`src/rtl/hop_tracker.sv`:
```
// Hop tracker: stores the visible block rows, moves the character one lane per hop,
// times the scroll animation and checks the landing. Optional macro: HOP_JUMP_QUEUE_EN.
module hop_tracker #(
    parameter int NUM_LANES  = 7,
    parameter int NUM_LAYERS = 5,
    parameter int CHAR_LAYER = 3,
    parameter int START_LANE = 3,
    parameter int ANIM_MS    = 200,
    parameter int CNT_W      = 16,
    localparam int LANE_W    = (NUM_LANES > 1) ? $clog2(NUM_LANES) : 1,
    localparam int TICK_W    = (ANIM_MS > 1) ? $clog2(ANIM_MS) : 1
) (
    input  logic                 i_clk,
    input  logic                 i_rst_n,
    input  logic                 i_module_en,
    input  logic                 i_one_ms_tick,
    input  logic                 i_jump_left,
    input  logic                 i_jump_right,
    input  logic [NUM_LANES-1:0] i_row_map_in,
    input  logic [NUM_LANES-1:0] i_row_type_in,
    output logic                 o_shift_start,
    output logic                 o_busy,
    output logic [LANE_W-1:0]    o_char_lane,
    output logic                 o_jump_fail,
    output logic [1:0]           o_fail_cause,
    output logic [CNT_W-1:0]     o_hop_count,
    output logic [1:0]           o_dbg_state
);

    // Requests are 1-cycle pulses with no ready: a request is taken only when the
    // tracker is IDLE (or buffered when the queue option is built), otherwise lost.
    typedef enum logic [1:0] {
        S_IDLE   = 2'd0,
        S_MOVE   = 2'd1,
        S_CHECK  = 2'd2,
        S_FAILED = 2'd3
    } state_t;

    localparam logic [1:0] CAUSE_NONE   = 2'b00;
    localparam logic [1:0] CAUSE_HAZARD = 2'b01;
    localparam logic [1:0] CAUSE_EDGE   = 2'b10;

    state_t               r_state;
    logic [NUM_LANES-1:0] r_map  [NUM_LAYERS];
    logic [NUM_LANES-1:0] r_type [NUM_LAYERS];
    logic [LANE_W-1:0]    r_lane;
    logic [TICK_W-1:0]    r_tick_cnt;
    logic                 r_shift;
    logic                 r_busy;
    logic                 r_fail;
    logic [1:0]           r_cause;
    logic [CNT_W-1:0]     r_hops;

    logic w_req_valid;
    logic w_req_right;
    logic w_go;
    logic w_go_right;
    logic w_at_edge;
    logic w_hazard;
    logic w_last_tick;

    assign w_req_valid = i_jump_left ^ i_jump_right;
    assign w_req_right = i_jump_right;

`ifdef HOP_JUMP_QUEUE_EN
    logic r_q_valid;
    logic r_q_right;

    // A buffered request takes priority over a live one arriving in the same cycle.
    assign w_go       = r_q_valid | w_req_valid;
    assign w_go_right = r_q_valid ? r_q_right : w_req_right;
`else
    assign w_go       = w_req_valid;
    assign w_go_right = w_req_right;
`endif

    assign w_at_edge   = w_go_right ? (r_lane == LANE_W'(NUM_LANES - 1)) : (r_lane == '0);
    assign w_hazard    = r_map[CHAR_LAYER][r_lane] & r_type[CHAR_LAYER][r_lane];
    assign w_last_tick = (r_tick_cnt == TICK_W'(ANIM_MS - 1));

    always_ff @(posedge i_clk) begin
        if (!i_rst_n || !i_module_en) begin
            r_state    <= S_IDLE;
            for (int k = 0; k < NUM_LAYERS; k++) begin
                r_map[k]  <= '0;
                r_type[k] <= '0;
            end
            r_lane     <= LANE_W'(START_LANE);
            r_tick_cnt <= '0;
            r_shift    <= 1'b0;
            r_busy     <= 1'b0;
            r_fail     <= 1'b0;
            r_cause    <= CAUSE_NONE;
            r_hops     <= '0;
`ifdef HOP_JUMP_QUEUE_EN
            r_q_valid  <= 1'b0;
            r_q_right  <= 1'b0;
`endif
        end else begin
            r_shift <= 1'b0;
            case (r_state)
                S_IDLE: begin
`ifdef HOP_JUMP_QUEUE_EN
                    r_q_valid <= 1'b0;
`endif
                    if (w_go) begin
                        if (w_at_edge) begin
                            r_state <= S_FAILED;
                            r_busy  <= 1'b1;
                            r_fail  <= 1'b1;
                            r_cause <= CAUSE_EDGE;
                        end else begin
                            r_lane <= w_go_right ? (r_lane + 1'b1) : (r_lane - 1'b1);
                            for (int k = NUM_LAYERS - 1; k > 0; k--) begin
                                r_map[k]  <= r_map[k-1];
                                r_type[k] <= r_type[k-1];
                            end
                            r_map[0]   <= i_row_map_in;
                            r_type[0]  <= i_row_type_in;
                            r_shift    <= 1'b1;
                            r_tick_cnt <= '0;
                            r_busy     <= 1'b1;
                            r_state    <= S_MOVE;
                        end
                    end
                end

                S_MOVE: begin
`ifdef HOP_JUMP_QUEUE_EN
                    if (w_req_valid && !r_q_valid) begin
                        r_q_valid <= 1'b1;
                        r_q_right <= w_req_right;
                    end
`endif
                    if (i_one_ms_tick) begin
                        if (w_last_tick) begin
                            r_state <= S_CHECK;
                        end else begin
                            r_tick_cnt <= r_tick_cnt + 1'b1;
                        end
                    end
                end

                S_CHECK: begin
`ifdef HOP_JUMP_QUEUE_EN
                    if (w_req_valid && !r_q_valid) begin
                        r_q_valid <= 1'b1;
                        r_q_right <= w_req_right;
                    end
`endif
                    if (w_hazard) begin
                        r_state <= S_FAILED;
                        r_fail  <= 1'b1;
                        r_cause <= CAUSE_HAZARD;
`ifdef HOP_JUMP_QUEUE_EN
                        r_q_valid <= 1'b0;
`endif
                    end else begin
                        r_state <= S_IDLE;
                        r_busy  <= 1'b0;
                        r_hops  <= r_hops + 1'b1;
                    end
                end

                S_FAILED: begin
                    r_state <= S_FAILED;
                end

                default: begin
                    r_state <= S_IDLE;
                    r_busy  <= 1'b0;
                end
            endcase
        end
    end

    assign o_shift_start = r_shift;
    assign o_busy        = r_busy;
    assign o_char_lane   = r_lane;
    assign o_jump_fail   = r_fail;
    assign o_fail_cause  = r_cause;
    assign o_hop_count   = r_hops;
    assign o_dbg_state   = r_state;

endmodule

```
`config.mk`:
```
export PLATFORM = sky130hd
export DESIGN_NAME = hop_tracker
export DESIGN_NICKNAME = d
export VERILOG_FILES = /design/src/rtl/hop_tracker.sv
export SDC_FILE = /design/constraint.sdc
export NUM_CORES = 1
export LEC_CHECK = 0
export CORE_MARGIN = 4
export CORE_UTILIZATION = 30
export CTS_BUF_LIST = sky130_fd_sc_hd__clkbuf_8
export DETAILED_ROUTE_END_ITERATION = 10
export PLACE_DENSITY = 0.56
export SLEW_MARGIN = 40
export SYNTH_ARGS = -nofsm -noshare
export SYNTH_HDL_FRONTEND = slang
export SYNTH_SLANG_ARGS = --single-unit
```
`constraint.sdc`:
```
create_clock -name i_clk -period 5.68 [get_ports i_clk]
set_input_delay 1.136 -clock i_clk [delete_from_list [all_inputs] [get_ports i_clk]]
set_output_delay 1.136 -clock i_clk [all_outputs]
set_load 0.02 [all_outputs]
```
# Word-level counts from Yosys, hierarchy flattened
# Memory sizes are Yosys's and may differ from the RTL's.
# Cells that the tools add are included.
[op_classes] order_cmp=1 addsub=4 mux=45 n_reduce_logical=13 bitwise_logic=14 eq_ne=13
[ops] cell="$mux 7" count=10
[ops] cell="$mux 8" count=4
[ops] cell="$add 16x1->16 const B" count=1
[ops] cell="$mux 2" count=8
[ops] cell="$ne 2x2->1 const B" count=8
[ops] cell="$pmux 8 s2" count=1
[ops] cell="$mux 1" count=15
[ops] cell="$or 1x1->1" count=10
[ops] cell="$reduce_and 3->1" count=3
[ops] cell="$add 8x1->8 const B" count=1
[ops] cell="$eq 8x8->1 const B" count=1
[ops] cell="$pmux 2 s4" count=1
[ops] cell="$bmux 1 s3" count=2
[ops] cell="$reduce_and 5->1" count=1
[ops] cell="$eq 2x2->1 const B" count=2
[ops] cell="$lt 3x4->1 const B" count=1
[ops] cell="$pmux 1 s2" count=2
[ops] cell="$pmux 2 s2" count=1
[ops] cell="$reduce_and 4->1" count=1
[ops] cell="$reduce_bool 2->1" count=2
[ops] cell="$add 3x1->3 const B" count=1
[ops] cell="$eq 3x3->1 const B" count=1
[ops] cell="$logic_not 3->1" count=1
[ops] cell="$mux 3" count=1
[ops] cell="other kinds (9)" count=11
[word_totals] output_inout_bits=26 word_cells=100 register_bits=34 n_memories=2 mem_bits_rw=70
[memory_table] name="r_map" words=5 width=7 rd=4 rd_ports_with_merged_regs=0 wr=5 line="44" text="logic [NUM_LANES-1:0] r_map [NUM_LAYERS];"
[memory_table] name="r_type" words=5 width=7 rd=4 rd_ports_with_merged_regs=0 wr=5 line="45" text="logic [NUM_LANES-1:0] r_type [NUM_LAYERS];"

# Logic depth before layout (Yosys ltp)
# Gate-level depths: netlist of run 1.
[depth] ltp_word=8 mapped_depth=8 mapped_depth_nobuf=7

# Worst setup path after synthesis of run 1
# Ideal clock, no wire load.
[synth_path] path_kind="in2reg" start="input port i_jump_right" end="memory r_map[0][0] (enable)" cell_stages=5 setup_time_ns=0.674 path_slack_ns=2.045 t_arrival_ns=2.962 required_time_ns=5.006 path_cell_list="buf_2 or3_1 a21o_1 nand2_2 nand2_1"
[synth_rtl] item="start: declaration" line="18" text="input logic i_jump_right,"
[synth_rtl] item="end: declaration" line="44"

==> run summary, run 1 <==
Crit path required time: 5660 ps
Antenna violations before repair: 0
Final Cycle Share: 56.3%
Unrepaired setup endpoints after global routing: false
P_leak: 1.60 nW
DRT Pass-1 Iters: 4
Hold path start: r_tick_cnt[7]$_SDFFE_PP0P_
Vias after detailed routing: 2470
Buffers on Ports: 45
Synth top area cells: edfxtp_1 (45%), dfxtp_1 (18%), and2_1 (10%)
Hold Path Stages: 2
Tmin final: 3200 ps
Syn avg cell area: 11.6 µm²
Worst reg2reg path depth: 5
Fmax: 313 MHz
Storage cell area: 2360 µm²
Number of hold buffers added after cts: 0
Global-route wire length before repair: 10.7 mm
Worst Path Arrival: 3180 ps
IO Count: 46
Max-cap violations: 0
Layout cell share with drive strength beyond 1: 6.22%
Final Setup Violations: 0
Final Max Tran Viols: 0
Vias in the first global route: 2260
RR Startpoint: o_char_lane[1]$_SDFFE_PP1P_
Clk_lat worst skew: 350 ps
Synth-to-layout area growth: 21.4%
Reg-to-reg slack, setup: 3370 ps
GRT Resource Usage Total: 9.12%
HPWL Detailed: 4.14 mm
Async SR Flop Fraction: 0%
Number of routed nets with antenna violations: 0
Initial core utilization: 30.9%
H-tree levels: 3
Synth Cell Area: 3760 µm²
Site Rows: 40
Post-CTS setup buffers: 0
Cell Pwr Density: 271 nW/µm²
Worst hold path type: flop to flop
Die Wd: 120 µm
Die area: 14400 µm²
Grt ovf: 0
Number of synthesized flops with an enable pin: 56
TNS Setup: 0 ps
Clock tree from TritonCTS: built
Crit path kind: input pin to flop
CP Capture Type: flop
Post-synthesis sequential area ratio: 62.8%
Layout net count: 388
Final WL: 6.33 mm
Clock Path Buffers: 2
Drt first-iter violations: 218
Routed len/inst: 11.8 µm
Remaining DRCs: 0
Tightest Pin Transition: 677 ps
Total power: 1.24 mW
Status: completed
Avg Vias per Cell: 4.59
CTS sink cnt: 90
Synthesis warning total: 0
Distinct cell type count after synthesis: 41
Routability cong.: 0.819
Layout Skew: 7.30 ps
Ys flop type: edfxtp_1
FF+latch count, synth: 90
WHS Endpoint: r_tick_cnt[7]$_SDFFE_PP0P_
Area leader, netlist: edfxtp_1
Antenna cells: 0
Slew margin rel.: 54.9%
Final hold vios: 0
Root Buffer: clkbuf_8
Worst-path fanout max: 56
Largest net degree at the start of global routing: 58
Fillers: 1185
Most used standard cell by instance count after synthesis: and2_1
Footprint of the multi-input gates: 1310 µm²
Cells after Synth: 323
Die Span Y: 120 µm
Post-synth top area share: 44.7%
RR Endpoint: r_map[0][19]$_SDFFCE_PN0P_
Most frequent cells after synthesis: and2_1 (60), edfxtp_1 (56), dfxtp_1 (34)
Clock transition at the registers of the reported paths: 80 ps
Post-CTS Resized: 0
TritonCTS Buffers: 9
Post-synthesis net count: 346
VDD IR max: 0.136 mV
Core outline area: 12200 µm²
Critical Path Source Type: input pin
power breakdown:
group	switching [mW]	total, mW	internal, mW
Sequential	0.0128	0.739	0.727
Clock	0.218	0.421	0.204
Combinational	0.0441	0.0777	0.0336
cells by family (layout without fill, tap and decap cells):
family,after synthesis,in the layout,synth area share (%)
compound gates,58,58,9.18
simple gates,143,143,22.4
flops,90,90,62.8
buf+inv,21,68,2.53
fa+ha+maj,3,3,1.20
mux,2,2,0.532
xor+xnor,6,6,1.40
final cells by class:
cell class | instances | area share [%]
Clock buffer | 9 | 2.71
Clock inverter | 7 | 1.59
Tap cell | 168 | 4.60
Timing Repair Buffer | 47 | 10.2
Sequential cell | 90 | 51.7
Inverter | 5 | 0.411
Multi-Input combinational cell | 212 | 28.7
per-layer routing:
metal | global-route usage (%) | vias to the layer above | share of wire [%]
li1 | - | 1253 | -
met1 | 11.1 | 1148 | 47
met2 | 14.8 | 62 | 45
met3 | 3.77 | 7 | 6.6
met4 | 2.58 | 0 | 1.2
met5 | 0 | - | 0
flip-flops by register name, summed over array words and instances, names as in the netlist:
signal,count
r_map,28
r_type,28
o_hop_count,16
r_tick_cnt,8
o_char_lane,3
o_dbg_state,2
o_fail_cause,2
o_busy,1
o_jump_fail,1
o_shift_start,1
critical path, cell delays in order:
cell and delay, ps:
clkdlybuf4s50_1 610, xnor2_1 190, nor3_4 290, nand2_2 150, nand2_2 190, buf_4 570
metrics by stage:
step	area, µm²	instances	util [%]	hold slack [ps]	setup slack [ps]
after global routing	4570	538	37.5	513	2310
after global placement	4370	522	35.9	459	2210
after floorplan	3760	323	-	452	2040
after CTS	4560	538	37.5	494	2500
after detailed placement	4370	522	35.9	467	2120
final	4570	538	37.5	497	2480
worst max path at each step:
stage | depth (start not counted) | startpoint | endpoint
after floorplan | 5 | i_jump_right | r_map[0][0]$_SDFFCE_PN0P_
after global placement | 6 | i_jump_right | r_map[0][3]$_SDFFCE_PN0P_
after detailed placement | 6 | i_jump_right | r_map[0][4]$_SDFFCE_PN0P_
after CTS | 6 | i_jump_right | r_type[0][14]$_SDFFCE_PN0P_
after global routing | 6 | i_jump_right | r_map[0][13]$_SDFFCE_PN0P_
final | 6 | i_jump_right | r_map[0][19]$_SDFFCE_PN0P_
cells in the final DEF (no fill, tap or decap), types with 5 or more instances in the layout:
cell type and instances:
or4_1 7, dfxtp_1 34, o31ai_1 7, and2_1 60
inv_1 7, or3_1 14, nand4_1 6, nand2_1 17
nand3_1 13, edfxtp_1 56, clkdlybuf4s50_1 45, a21oi_1 26
xor2_1 5, nor2_1 8, o21ai_0 15, clkbuf_8 9
No activity file was read; power rests on OpenSTA's default activity.
==> inputs of run 2 (changes only) <==
- clock period: 5.68 -> 3.35 ns (I/O delays scaled with it)
==> run summary, run 2 (same netlist as run 1, synthesis figures left out) <==
Crit path required time: 3460 ps (was 5660 ps)
Vias after detailed routing: 2476 (was 2470)
Worst Path Arrival: 2500 ps (was 3180 ps)
Worst reg2reg path depth: 5 (unchanged)
Die area: 14400 µm² (unchanged)
Die Span Y: 120 µm (unchanged)
Commonest non-fill, non-tap cell in the layout: and2_1 (unchanged)
Buffers on Ports: 45 (unchanged)
Number of routed nets with antenna violations: 0 (unchanged)
Final Cycle Share: 71.3%
Final Max Tran Viols: 0 (unchanged)
Antenna violations before repair: 0 (unchanged)
Grt ovf: 0 (unchanged)
IO Count: 46 (unchanged)
P_int: 1.68 mW (was 0.964 mW)
Worst hold path type: flop to flop (unchanged)
Tmin final: 2390 ps
CP Capture Type: flop (unchanged)
TNS Setup: 0 ps (unchanged)
Crit path kind: input pin to flop (unchanged)
Core outline area: 12200 µm² (unchanged)
Global-route wire length before repair: 10.7 mm (about the same)
Hold path start: o_jump_fail$_SDFFE_PP0P_ (was r_tick_cnt[7]$_SDFFE_PP0P_)
Non-Filler Instances: 539 (was 538)
Critical Path Source Type: input pin (unchanged)
Storage cell area: 2360 µm² (unchanged)
Avg Vias per Cell: 4.59 (about the same)
RR Startpoint: o_dbg_state[1]$_SDFFE_PP0P_ (was o_char_lane[1]$_SDFFE_PP1P_)
Reg-to-reg slack, setup: 1250 ps (was 3370 ps)
Final Setup Violations: 0 (unchanged)
Drt first-iter violations: 211 (was 218)
Hold Path Stages: 1 (was 2)
Tightest Pin Transition: 566 ps (was 677 ps)
Final hold vios: 0 (unchanged)
Remaining DRCs: 0 (unchanged)
Worst-path fanout max: 57 (was 56)
Post-CTS setup buffers: 0 (unchanged)
WHS Endpoint: o_jump_fail$_SDFFE_PP0P_ (was r_tick_cnt[7]$_SDFFE_PP0P_)
Layout Skew: 14.0 ps (was 7.30 ps)
NetSw: 0.479 mW (was 0.274 mW)
Cell area after layout: 4600 µm² (was 4570 µm²)
TritonCTS Buffers: 9 (unchanged)
Largest net degree at the start of global routing: 65 (was 58)
Number of hold buffers added after cts: 0 (unchanged)
Fillers: 1209 (was 1185)
Die Wd: 120 µm (unchanged)
DP Area: 4390 µm² (was 4370 µm²)
Final core utilization: 37.8% (was 37.5%)
Synth-to-layout area growth: 22.3% (was 21.4%)
Commonest non-fill, non-tap cells in the layout: and2_1 (60), edfxtp_1 (56), clkdlybuf4s50_1 (45) (unchanged)
Comb pwr share: 6.3% (about the same)
Root Buffer: clkbuf_8 (unchanged)
Unrepaired setup endpoints after global routing: false (unchanged)
Max-cap violations: 0 (unchanged)
Initial core utilization: 30.9% (unchanged)
P_leak: 1.62 nW (was 1.60 nW)
CTS sink cnt: 90 (unchanged)
Clock Path Buffers: 2 (unchanged)
DRT Pass-1 Iters: 6 (was 4)
Vias in the first global route: 2293 (was 2260)
Routed len/inst: 12.0 µm (was 11.8 µm)
Sw frac: 22.2% (about the same)
HPWL Detailed: 4.09 mm (was 4.14 mm)
Clk_lat worst skew: 360 ps (was 350 ps)
Site Rows: 40 (unchanged)
Post-CTS Resized: 0 (unchanged)
H-tree levels: 3 (unchanged)
GRT Resource Usage Total: 9.26% (was 9.12%)
Cell Pwr Density: 470 nW/µm² (was 271 nW/µm²)
Footprint of the multi-input gates: 1310 µm² (about the same)
Final WL: 6.45 mm (was 6.33 mm)
RR Endpoint: o_hop_count[11]$_SDFFE_PP0P_ (was r_map[0][19]$_SDFFCE_PN0P_)
Layout cell share with drive strength beyond 1: 6.74% (was 6.22%)
Clock power frac: 35.7% (was 34.0%)
Fmax: 419 MHz
Routability cong.: 0.778 (was 0.819)
Antenna cells: 0 (unchanged)
Cell total after placement: 523 (was 522)
Slew margin rel.: 62.2% (was 54.9%)
VDD IR max: 0.309 mV (was 0.136 mV)
Clock tree from TritonCTS: built (unchanged)
Layout net count: 389 (was 388)
Clock transition at the registers of the reported paths: 80 ps (about the same)
Seq pwr share: 58.0% (was 59.7%)
Status: completed (unchanged)
-- run 2: final cells by class --
type                            instances  share of cell area, %
Sequential cell                        90                   51.4
Multi-Input combinational cell        212                   28.5
Timing Repair Buffer                   48                   10.6
Tap cell                              168                   4.57
Clock buffer                           11                   3.29
Clock inverter                          5                   1.33
Inverter                                5                  0.408
-- run 2: how the worst max path moves through the flow --
| stage | start | endpoint | slack [ps] | cells after the start |
|---|---|---|---|---|
| after detailed placement | i_jump_right | r_map[0][11]$_SDFFCE_PN0P_ | 590 | 7 |
| after global routing | i_jump_right | r_type[0][25]$_SDFFCE_PN0P_ | 830 | 7 |
| final | i_jump_right | r_type[0][1]$_SDFFCE_PN0P_ | 960 | 7 |
| after global placement | i_jump_right | r_map[0][3]$_SDFFCE_PN0P_ | 620 | 7 |
| after floorplan | i_jump_right | r_map[0][0]$_SDFFCE_PN0P_ | 180 | 5 |
| after CTS | i_jump_right | r_type[0][22]$_SDFFCE_PN0P_ | 980 | 7 |
-- run 2: routing by layer --
metal | part of all wire [%] | wire length [µm] | track usage [%] | up-vias
met4 | 1.4 | 91 | 3.22 | 0
met5 | 0 | 0 | 0 | -
met1 | 47 | 3060 | 11.4 | 1148
li1 | - | - | - | 1256
met3 | 7.1 | 456 | 4.10 | 8
met2 | 44 | 2840 | 14.4 | 64
-- run 2: power groups by stage --
| stage | logic, mW | clock network, mW | registers, mW |
|---|---|---|---|
| finish | 0.136 | 0.771 | 1.25 |
| global route | 0.151 | 0.846 | 1.26 |
| CTS | 0.139 | 0.802 | 1.25 |
| detailed placement | 0.138 | 0 | 1.28 |
| global placement | 0.137 | 0 | 1.28 |
| floorplan | 0.0809 | 0 | 1.28 |
-- run 2: critical path: stages --
cell and delay (ps):
clkdlybuf4s50_1 530, or3_1 370, a21o_1 260, nand2_2 140
nor2_2 40, buf_4 240, and2_1 210
-- run 2: through the flow --
stage | power, mW | setup slack [ps] | hold slack (ps)
after global placement | 1.42 | 624 | 458
after CTS | 2.20 | 977 | 488
after floorplan | 1.36 | 181 | 452
after detailed placement | 1.42 | 589 | 466
final | 2.16 | 962 | 485
after global routing | 2.26 | 834 | 506
